==> src/rtl/fft_out_pingpong_ctrl.sv <==
// fft_out_pingpong_ctrl: ping-pong bank sequencing for the 512-point FFT output buffer
module fft_out_pingpong_ctrl #(
  parameter int N_POINT    = 512,
  parameter int WR_SAMPLES = 32,
  parameter int RD_SAMPLES = 16,
  parameter int RD_LAT     = 1,
  localparam int WR_ROWS   = N_POINT / WR_SAMPLES,
  localparam int RD_ROWS   = N_POINT / RD_SAMPLES,
  localparam int WAW       = $clog2(WR_ROWS),
  localparam int RAW       = $clog2(RD_ROWS)
) (
  input  logic           clk,
  input  logic           rstn,
  input  logic           cbfp2_pop,
  output logic           wr_en,
  output logic           wr_bank,
  output logic [WAW-1:0] wr_addr,
  output logic           wr_stall,
  output logic           full_512,
  output logic           ovf_err,
  input  logic           out_ready,
  output logic           rd_en,
  output logic           rd_bank,
  output logic [RAW-1:0] rd_addr,
  output logic           out_valid,
  output logic           out_sof,
  output logic           out_eof
);
  typedef enum logic {IDLE, READ} rd_state_t;
  rd_state_t state, state_nx;
  logic [1:0] full;
  logic       wr_last, rd_last;
  logic [2:0] pipe [RD_LAT];
  assign wr_stall = full[wr_bank];
  assign wr_en    = cbfp2_pop & ~wr_stall;
  assign wr_last  = wr_en && wr_addr == WAW'(WR_ROWS - 1);
  assign rd_en    = (state == READ) & out_ready;
  assign rd_last  = rd_en && rd_addr == RAW'(RD_ROWS - 1);
  assign {out_valid, out_sof, out_eof} = pipe[RD_LAT-1];
  always_comb begin
    state_nx = (state == IDLE) ? (full[rd_bank] ? READ : IDLE) : (rd_last ? IDLE : READ);
  end
  // retire and free always hit different banks, so set and clear compose freely
  always_ff @(posedge clk or negedge rstn) begin
    if (!rstn) begin
      state    <= IDLE;
      full     <= '0;
      wr_bank  <= 1'b0;
      wr_addr  <= '0;
      full_512 <= 1'b0;
      ovf_err  <= 1'b0;
      rd_bank  <= 1'b0;
      rd_addr  <= '0;
    end else begin
      state    <= state_nx;
      full     <= (full | (2'(wr_last) << wr_bank)) & ~(2'(rd_last) << rd_bank);
      wr_bank  <= wr_bank ^ wr_last;
      wr_addr  <= wr_last ? '0 : wr_addr + WAW'(wr_en);
      full_512 <= wr_last;
      ovf_err  <= ovf_err | (cbfp2_pop & wr_stall);
      rd_bank  <= rd_bank ^ rd_last;
      rd_addr  <= rd_last ? '0 : rd_addr + RAW'(rd_en);
    end
  end
  always_ff @(posedge clk or negedge rstn) begin
    if (!rstn) begin
      for (int i = 0; i < RD_LAT; i++) pipe[i] <= '0;
    end else begin
      pipe[0] <= {rd_en, rd_en && rd_addr == '0, rd_last};
      for (int i = 1; i < RD_LAT; i++) pipe[i] <= pipe[i-1];
    end
  end
endmodule
==> config.mk <==
export PLATFORM = sky130hd
export DESIGN_NAME = fft_out_pingpong_ctrl
export DESIGN_NICKNAME = d
export VERILOG_FILES = /design/src/rtl/fft_out_pingpong_ctrl.sv
export SDC_FILE = /design/constraint.sdc
export NUM_CORES = 1
export LEC_CHECK = 0
export CAP_MARGIN = 20
export CORE_MARGIN = 4
export CORE_UTILIZATION = 40
export CTS_CLUSTER_DIAMETER = 50
export DETAILED_ROUTE_END_ITERATION = 7
export GPL_ROUTABILITY_DRIVEN = 0
export PLACE_DENSITY = 0.75
export SETUP_SLACK_MARGIN = 0.15
export SYNTH_ARGS = -nofsm -noshare
export SYNTH_HDL_FRONTEND = slang
export SYNTH_SLANG_ARGS = --single-unit
==> constraint.sdc <==
create_clock -name clk -period 2.3 [get_ports clk]
set_input_delay 0.23 -clock clk [delete_from_list [all_inputs] [get_ports clk]]
set_output_delay 0.23 -clock clk [all_outputs]
set_load 0.02 [all_outputs]
[After elaboration in Yosys (flattened, before gate mapping)]
Index checks and enable logic that the tools add are counted.
Storage, ports and cells
  latch bits: 0
  ROM bits: 0
  memories: 0
  RAM bits: 0
  input bits: 4
  register bits after elaboration: 19
  word-level logic and storage cells: 40
Operators by class
  divide/modulo/power cells: 0
  $mul: 0
  reductions and logical operators: 4
  add/sub/neg operators: 2
  multiplexer cells: 9
  magnitude comparators: 2
  eq/ne operators: 2
  bitwise gates (word level): 10
  shift-type cells: 2
Operators with widths (count)
  $mux W1: 7
  $add A5 B1 Y5: 1
  $eq A5 B5 Y1 const B: 1
  $logic_not A5 Y1: 1
  $mux W5: 1
  $add A4 B1 Y4: 1
  $eq A4 B4 Y1 const B: 1
  $lt A1 B2 Y1 const B: 2
  $mux W4: 1
  $shl A1 B1 Y2: 2
  $and A1 B1 Y1: 3
  $logic_and A1 B1 Y1: 3
  $and A2 B2 Y2: 1
  $not A2 Y2: 1
  $or A2 B2 Y2: 1
  $xor A1 B1 Y1: 2
  $not A1 Y1: 1
  $or A1 B1 Y1: 1

[Longest topological paths before layout]
Gate-level depths: netlist (run 1).
  depth after elaboration: 8
  mapped depth: 7
  gate-level depth less buffers: 7

[Worst setup path before layout (run 1)]
OpenSTA, ideal clock, no wires.
  kind: reg2reg
  from: reg wr_bank
  to: reg wr_addr[1]
  path slack: 0.605 ns
  buffers on the path: 0
  cell stages (with the launch flop): 6
  setup time: 0.119 ns
  arrival: 1.576 ns
  data required time: 2.181 ns
  period minus slack after synthesis: 1.695 ns
  cell sequence: dfrtp_1 mux2i_1 and2_2 ha_1 ha_1 and2_1
On the way
  longest elaborated chain between the ends: 6
  elaborated cells on any way between the ends: 7
  those cells by class: 1 x add/sub; 3 x mux; 2 x bitwise; 1 x reduce/logical
RTL lines
  start, declared: line 16  | output logic wr_bank,
  start signal, assigned: line 57  | wr_bank <= wr_bank ^ wr_last;
  $mux W1 (implied by the code) (*) (2 in series): line 34  | assign wr_stall = full[wr_bank];
  $not A1 Y1 (*): line 35  | assign wr_en = cbfp2_pop & ~wr_stall;
  $and A1 B1 Y1 (*): line 35
  net wr_en: line 15  | output logic wr_en,
  $add A4 B1 Y4 / $logic_and A1 B1 Y1 (equally long branches): line 58, 36
  $mux W4 (*): line 58  | wr_addr <= wr_last ? '0 : wr_addr + WAW'(wr_en);
  end signal, assigned: line 58
  end, declared: line 17  | output logic [WAW-1:0] wr_addr,
Mark *: on every way through the listed nets, which the timed path passes. The rest lies on a longest branch. The select of a mux whose other input is x is not followed.

[Worst setup path after layout (run 1)]
  from: reg wr_bank
  to: out wr_en
On the way
  longest elaborated chain between the ends: 4
RTL lines (line)
  $mux W1 (implied by the code) (2 in series): 34
  $not A1 Y1: 35
  $and A1 B1 Y1: 35
  end, declared: 15
Every way passes these cells. The select of a mux whose other input is x is not followed.

==> summary.txt, run 1 <==
Floorplan
  – I/O pin cnt: 23
  – Die footprint: 2940 um2
  – Row count: 16
  – Initial Util: 0.428
  – Die Y: 54.3 um
  – DIE WIDTH: ~54 um
  – Core Region: around 2000 um2

Finish
  – Share of cells above drive strength 1: 0.106
  – Number of diodes: 0
  – Fillers: 172
  – FF+latch area: about 480 um2
  – Multi-input gate area: 343 um2
  – Nets: around 120
  – Area growth syn-to-layout: 34.5%

Detailed routing
  – DR iter-0 viols: 10
  – Final wirelength: around 1600 um
  – Via count: approximately 650
  – DRC: 0
  – Routed len/inst: around 12 um
  – Antenna Nets Post-Route: 0
  – Vias per Instance: about 5.0
  – DRT Pass-1 Iters: 4

Clocking
  – Clock tree root buffer cell: clkbuf_4
  – CTS tree: built
  – Sink Count: 19
  – Worst skew pair latency: between 200 and 300 ps
  – CTS Buf Count: 3
  – CTS max path bufs: 2
  – Htree depth: 1
  – Worst-path clk slew: roughly 100 ps

Logic synthesis
  – Synth Flop Type: dfrtp_1
  – Dominant cells by area after synthesis: dfrtp_1 (56%), ha_1 (12%), inv_1 (3.9%)
  – Count leader, synth: dfrtp_1
  – Cell count after synthesis: 77
  – Ys Warns: 0
  – Async set or reset register ratio after synthesis: 1.00
  – Post-synth top area share: 0.556
  – Synth top cells by count: dfrtp_1 (19), inv_1 (9), ha_1 (8), nand2_1 (5), nor2_1 (5)
  – Mapped Avg Cell Area: roughly 11 um2
  – Number of synthesized register bits: 19
  – Cell variety after synth: 26
  – Mapped Area: roughly 860 um2
  – EDFF count, synth: 0
  – Area leader, netlist: dfrtp_1
  – Part of the Yosys area used for sequential elements: 0.556
  – Syn Nets: a little under 90

Power
  – Power per cell area: 1310 nW/um2
  – Leak Pwr: around 0.54 nW
  – VDD IR max: approximately 0.6 mV

Critical path
  – R2r setup slk: 530 ps
  – CP endpoint kind: output port
  – Setup CP Type: flip-flop to output port
  – Worst r2r src: wr_bank$_DFF_PN0_
  – Cells on worst reg2reg path: 8
  – Req. time, crit path: just over 2000 ps
  – Worst flop-to-flop path endpoint: full[1]$_DFF_PN0_
  – Critical path's slowest cell: clkdlybuf4s50_1
  – Worst EP arrival: approximately 1800 ps
  – Worst path cell trace: mux2i_2 -> and2_2 -> clkdlybuf4s50_1
  – CP max FO: 4
  – Crit start category: flip-flop
  – CP max stage delay: about 600 ps

Global routing
  – Largest net degree at the start of global routing: 20
  – Antenna violations before repair: 0
  – Gr ovfl total: 0
  – Gr usage total: 0.128
  – First-pass GRT wire length: between 2000 and 3000 um
  – Number of global-route vias before repair: around 620

Timing
  – Number of setup violations in the final report: 0
  – RSZ-0062 raised after global routing: no
  – Final hold violation count: 0
  – Final Max Tran Viols: 0
  – Maximum clock frequency: 488 MHz
  – Clock skew: ~0.95 ps
  – Post-layout min period: between 2000 and 2500 ps
  – Slew of the pin with the lowest slew margin: 324 ps
  – Final Cycle Share: 0.890
  – Setup ws final: about 250 ps
  – Total negative slack: 0 ps
  – Worst relative slew slack: 0.783

Placement
  – Placement Setup Slack: between 500 and 600 ps
  – Hpwl dp: approximately 1300 um
  – Buffers on Ports: 22

Hold path
  – HP Class: primary input to asynchronous set/reset pin

Job
  – Max cap viols: 0

Status
  – Status: completed
## stage by stage
step / std cells / total power [mW] / area [um2] / util / hold WS (ps)
3_5_place_dp: 126 / 1.33 / 1110 / 0.556 / 444
5_1_grt: 131 / 1.63 / 1150 / 0.575 / 263
6_report: 131 / 1.51 / 1150 / 0.575 / 257
2_1_floorplan: 77 / 1.00 / 856 / - / -65.6
3_3_place_gp: 126 / 1.31 / 1110 / 0.556 / 447
4_1_cts: 130 / 1.50 / 1140 / 0.569 / 260
## worst max path at each step
stage	start	to	slack, ps	cells after the start
final	wr_bank$_DFF_PN0_	wr_en	250	3
after global routing	wr_bank$_DFF_PN0_	wr_en	160	3
after CTS	wr_bank$_DFF_PN0_	wr_en	170	3
after detailed placement	out_ready	rd_addr[4]$_DFF_PN0_	500	8
after global placement	wr_bank$_DFF_PN0_	wr_en	540	3
after floorplan	wr_bank$_DFF_PN0_	wr_addr[1]$_DFF_PN0_	610	5
## cell families after synthesis
| family | after synthesis | synth area share |
|---|---|---|
| and+or+nand+nor | 24 | 0.149 |
| DFF | 19 | 0.556 |
| AOI/OAI and AO/OA | 12 | 0.0950 |
| buffers and inverters | 11 | 0.0482 |
| adders and majority gates | 8 | 0.117 |
| muxes | 2 | 0.0249 |
| xor gates and xnor gates | 1 | 0.0102 |
## worst max-delay path: cells and delay by family, from the launching register on
| family | cells | cell delay (ps) |
|---|---|---|
| buffers and inverters | 1 | 600 |
| flip-flops | 1 | 430 |
| multiplexers | 1 | 300 |
| AND/OR/NAND/NOR | 1 | 200 |
## routing by layer
layer / GRT usage / share of wire / up-vias
met3: 0.0272 / 0.049 / 2
met1: 0.153 / 0.44 / 309
met4: 0.0913 / 0.0092 / 0
met2: 0.201 / 0.50 / 22
met5: 0 / 0 / -
li1: - / - / 321
## final cells by class
class | count | share of cell area
clock buffers | 4 | 0.0228
inverters | 10 | 0.0326
multi-input cells | 47 | 0.298
flip-flops and latches | 19 | 0.413
well taps | 27 | 0.0293
repair buffers | 24 | 0.204
## power breakdown
group          switching (mW)  internal (mW)  leakage (nW)
registers               0.148          0.457         0.221
logic                   0.368          0.374         0.300
clock network          0.0956         0.0674        0.0150
total                   0.612          0.899         0.536
## cell usage in the layout, fill, tap and decap left out
cell type         n
and2_2            1
a311o_1           1
clkbuf_4          3
and2_1            3
nand3_1           3
a211oi_1          1
or4_1             1
dfrtp_1          19
o21ai_1           1
clkbuf_1          1
nor2_1            5
nand4_1           3
a21o_2            1
buf_4             2
nand2_1           5
ha_1              8
inv_1             9
xnor2_1           1
inv_2             1
a21oi_1           2
nor2b_1           1
clkdlybuf4s50_1  22
o21ai_0           2
mux2i_2           1
nor3_1            1
or3_4             1
a21boi_0          2
mux2_2            1
o211ai_1          2
## registers in the layout, summed over array words and instances (netlist names), 2 cells and up
register / flops
pipe: 3
full: 2
wr_addr: 4
rd_addr: 5
## repair_timing
action,4_1_cts,5_1_grt
resized for setup,0,1
endpoints found under the setup margin,0,1
hold buffers,0,0
setup buffers,0,1
(Power assumes the default switching activity.)
==> run 2: changes to the inputs <==
- CORE_UTILIZATION: 40 -> 49
- PLACE_DENSITY: 0.75 -> 0.88
==> run 2 against run 1 <==
  * Routed wire length is 1.8% higher
  * Register-to-register slack better by 60 ps
  * Utilization is 15 points higher
  * Critical path depth stayed put
  * Setup slack better by 55 ps
  * Total power is 1.8% higher
  * Fmax is 2.8% higher
  * Global-route usage is 2.4 points higher
  * Clock power hardly changed
  * Non-clock buffer count stayed put
  * Count of clock-buffer cells in the layout stayed put
  * Via count is 2.0% lower
==> summary.txt, run 2 (synthesis results as in run 1) <==
Critical path
  – WP buf/inv: 1 (unchanged)
  – Crit start category: flip-flop
  – CP max stage delay: 600 ps (about the same)
  – Req. time, crit path: 2070 ps (about the same)
  – Worst path cell trace: mux2i_2 -> and2_2 -> clkdlybuf4s50_1
  – Cells on worst reg2reg path: 8 (unchanged)
  – CP endpoint kind: output port
  – Worst EP arrival: 1760 ps (-60 ps)
  – R2r setup slk: 590 ps (+60 ps)
  – Crit-path leading delay family: buffers and inverters
  – Worst r2r src: wr_bank$_DFF_PN0_
  – Setup CP Type: flip-flop to output port
  – Critical path's slowest cell: clkdlybuf4s50_1
  – CP max FO: 4 (unchanged)
  – Worst flop-to-flop path endpoint: full[1]$_DFF_PN0_

Global routing
  – Gr ovfl total: 0 (unchanged)
  – Met3 Track Usage GR: 0.0211 (-0.00616)
  – GR Util met2: 0.258 (+0.0565)
  – Met1 GRT Util: 0.183 (+0.0300)
  – Gr usage total: 0.152 (+0.0240)
  – Gr busiest metal: met2
  – Number of global-route vias before repair: 610 (-2.1%)
  – Largest net degree at the start of global routing: 20 (unchanged)
  – First-pass GRT wire length: 2840 um (+8.1%)
  – Antenna violations before repair: 0 (unchanged)

Floorplan
  – DIE WIDTH: 49.8 um (-8.2%)
  – I/O pin cnt: 23 (unchanged)
  – Core Region: 1580 um2 (-21%)
  – Row count: 14 (-2)
  – Die Y: 49.8 um (-8.2%)
  – Initial Util: 0.543 (+0.115)
  – Die footprint: 2480 um2 (-16%)

Detailed routing
  – DRC: 0 (unchanged)
  – Routed len/inst: 13.8 um (+11%)
  – Via count: 641 (-2.0%)
  – Antenna Nets Post-Route: 0 (unchanged)
  – Vias per Instance: 5.34 (+7.0%)
  – DRT Pass-1 Iters: 3 (-1)
  – Final wirelength: 1660 um (+1.8%)
  – DR iter-0 viols: 6 (-4)

Finish
  – Post-route cell area: 1140 um2 (-1.2%)
  – Number of diodes: 0 (unchanged)
  – Max reg flops: 5 (unchanged)
  – Post-Layout Cell Count: 120 (-8.4%)
  – Post-route core utilization: 0.721 (+0.146)
  – Area growth syn-to-layout: 32.9%
  – Biggest register: rd_addr
  – Share of cells above drive strength 1: 0.106 (unchanged)
  – Fillers: 104 (-40%)
  – Nets: 117 (unchanged)
  – Biggest regs: rd_addr x5, wr_addr x4, pipe x3
  – Leading cell type in the layout, fill and taps excluded: clkdlybuf4s50_1
  – Most frequent cells in the layout: clkdlybuf4s50_1 (22), dfrtp_1 (19), inv_1 (9)

Timing
  – RSZ-0062 raised after global routing: no
  – Slew of the pin with the lowest slew margin: 822 ps (+498 ps)
  – Number of setup violations in the final report: 0 (unchanged)
  – Worst relative slew slack: 0.450 (-0.333)
  – Final Cycle Share: 0.866 (-0.0239)
  – Total negative slack: 0 ps (unchanged)
  – Clock skew: 3.33 ps (+2.38 ps)
  – Maximum clock frequency: 502 MHz (+2.8%)
  – Worst hold margin: 399 ps (+142 ps)
  – Final hold violation count: 0 (unchanged)
  – Final Max Tran Viols: 0 (unchanged)
  – Post-layout min period: 1990 ps (-55.0 ps)

Clocking
  – Sink Count: 19 (unchanged)
  – CTS tree: built
  – Worst-path clk slew: 100 ps (about the same)
  – Clock tree root buffer cell: clkbuf_4
  – Worst skew pair latency: 290 ps (about the same)
  – CTS max path bufs: 2 (unchanged)
  – CTS Buf Count: 3 (unchanged)
  – Htree depth: 1 (unchanged)
  – Cts hold-fix bufs: 0 (unchanged)

Power
  – Power per cell area: 1350 nW/um2 (+3.0%)
  – Leak Pwr: 0.535 nW (about the same)
  – VDD IR max: 0.892 mV (+46%)

Placement
  – Post-Place Cell Area: 1090 um2 (-1.9%)
  – Hpwl dp: 1250 um (-0.37%)
  – Placed cell count: 114 (-9.5%)
  – Buffers on Ports: 22 (unchanged)

Job
  – Max cap viols: 0 (unchanged)

Hold path
  – HP Class: primary input to asynchronous set/reset pin

Status
  – Status: completed
==> run 2: cell counts in the layout (fill, tap and decap cells not counted) <==
Identical to the previous run, type by type.
==> run 2: metrics by stage <==
step / total power, mW / setup WS (ps)
floorplan: 1.00 / 605
global placement: 1.30 / 549
detailed placement: 1.34 / 500
CTS: 1.51 / 165
global route: 1.66 / 218
finish: 1.54 / 308
==> run 2: worst max path at each step <==
| stage | depth (start not counted) | to | from | slack, ps |
|---|---|---|---|---|
| finish | 3 | wr_en | wr_bank$_DFF_PN0_ | 310 |
| global route | 3 | wr_en | wr_bank$_DFF_PN0_ | 220 |
| global placement | 3 | wr_en | cbfp2_pop | 550 |
| floorplan | 5 | wr_addr[1]$_DFF_PN0_ | wr_bank$_DFF_PN0_ | 610 |
| detailed placement | 8 | rd_addr[4]$_DFF_PN0_ | out_ready | 500 |
| CTS | 3 | wr_en | wr_bank$_DFF_PN0_ | 160 |
==> run 2: report_power, final <==
group          switching [mW]  total [mW]  leakage, nW  internal (mW)
Sequential              0.149       0.606        0.221          0.457
Combinational           0.376       0.765        0.299          0.389
Clock                  0.0988       0.166       0.0150         0.0675
Total                   0.624        1.54        0.535          0.914
==> run 2: area by class of cell <==
cell class,count,area [um2],area share
Clock buffer,4,26.3,0.0231
Timing Repair Buffer,24,235,0.207
Tap cell,16,20.0,0.0176
Inverter,10,37.5,0.0330
Sequential cell,19,475,0.418
Multi-Input combinational cell,47,343,0.301
==> run 2: timing repair <==
item / in CTS / in global routing
gates resized for setup: 0 / 1
setup endpoints to repair: 0 / 1
setup buffers: 0 / 2
hold endpoints to repair: 0 / 0
==> run 2: metal layers <==
metal,up-vias,routed length [um],part of all wire
met5,-,0,0
met4,0,35,0.021
met3,4,61,0.037
met2,15,822,0.50
met1,308,739,0.45
li1,314,-,-
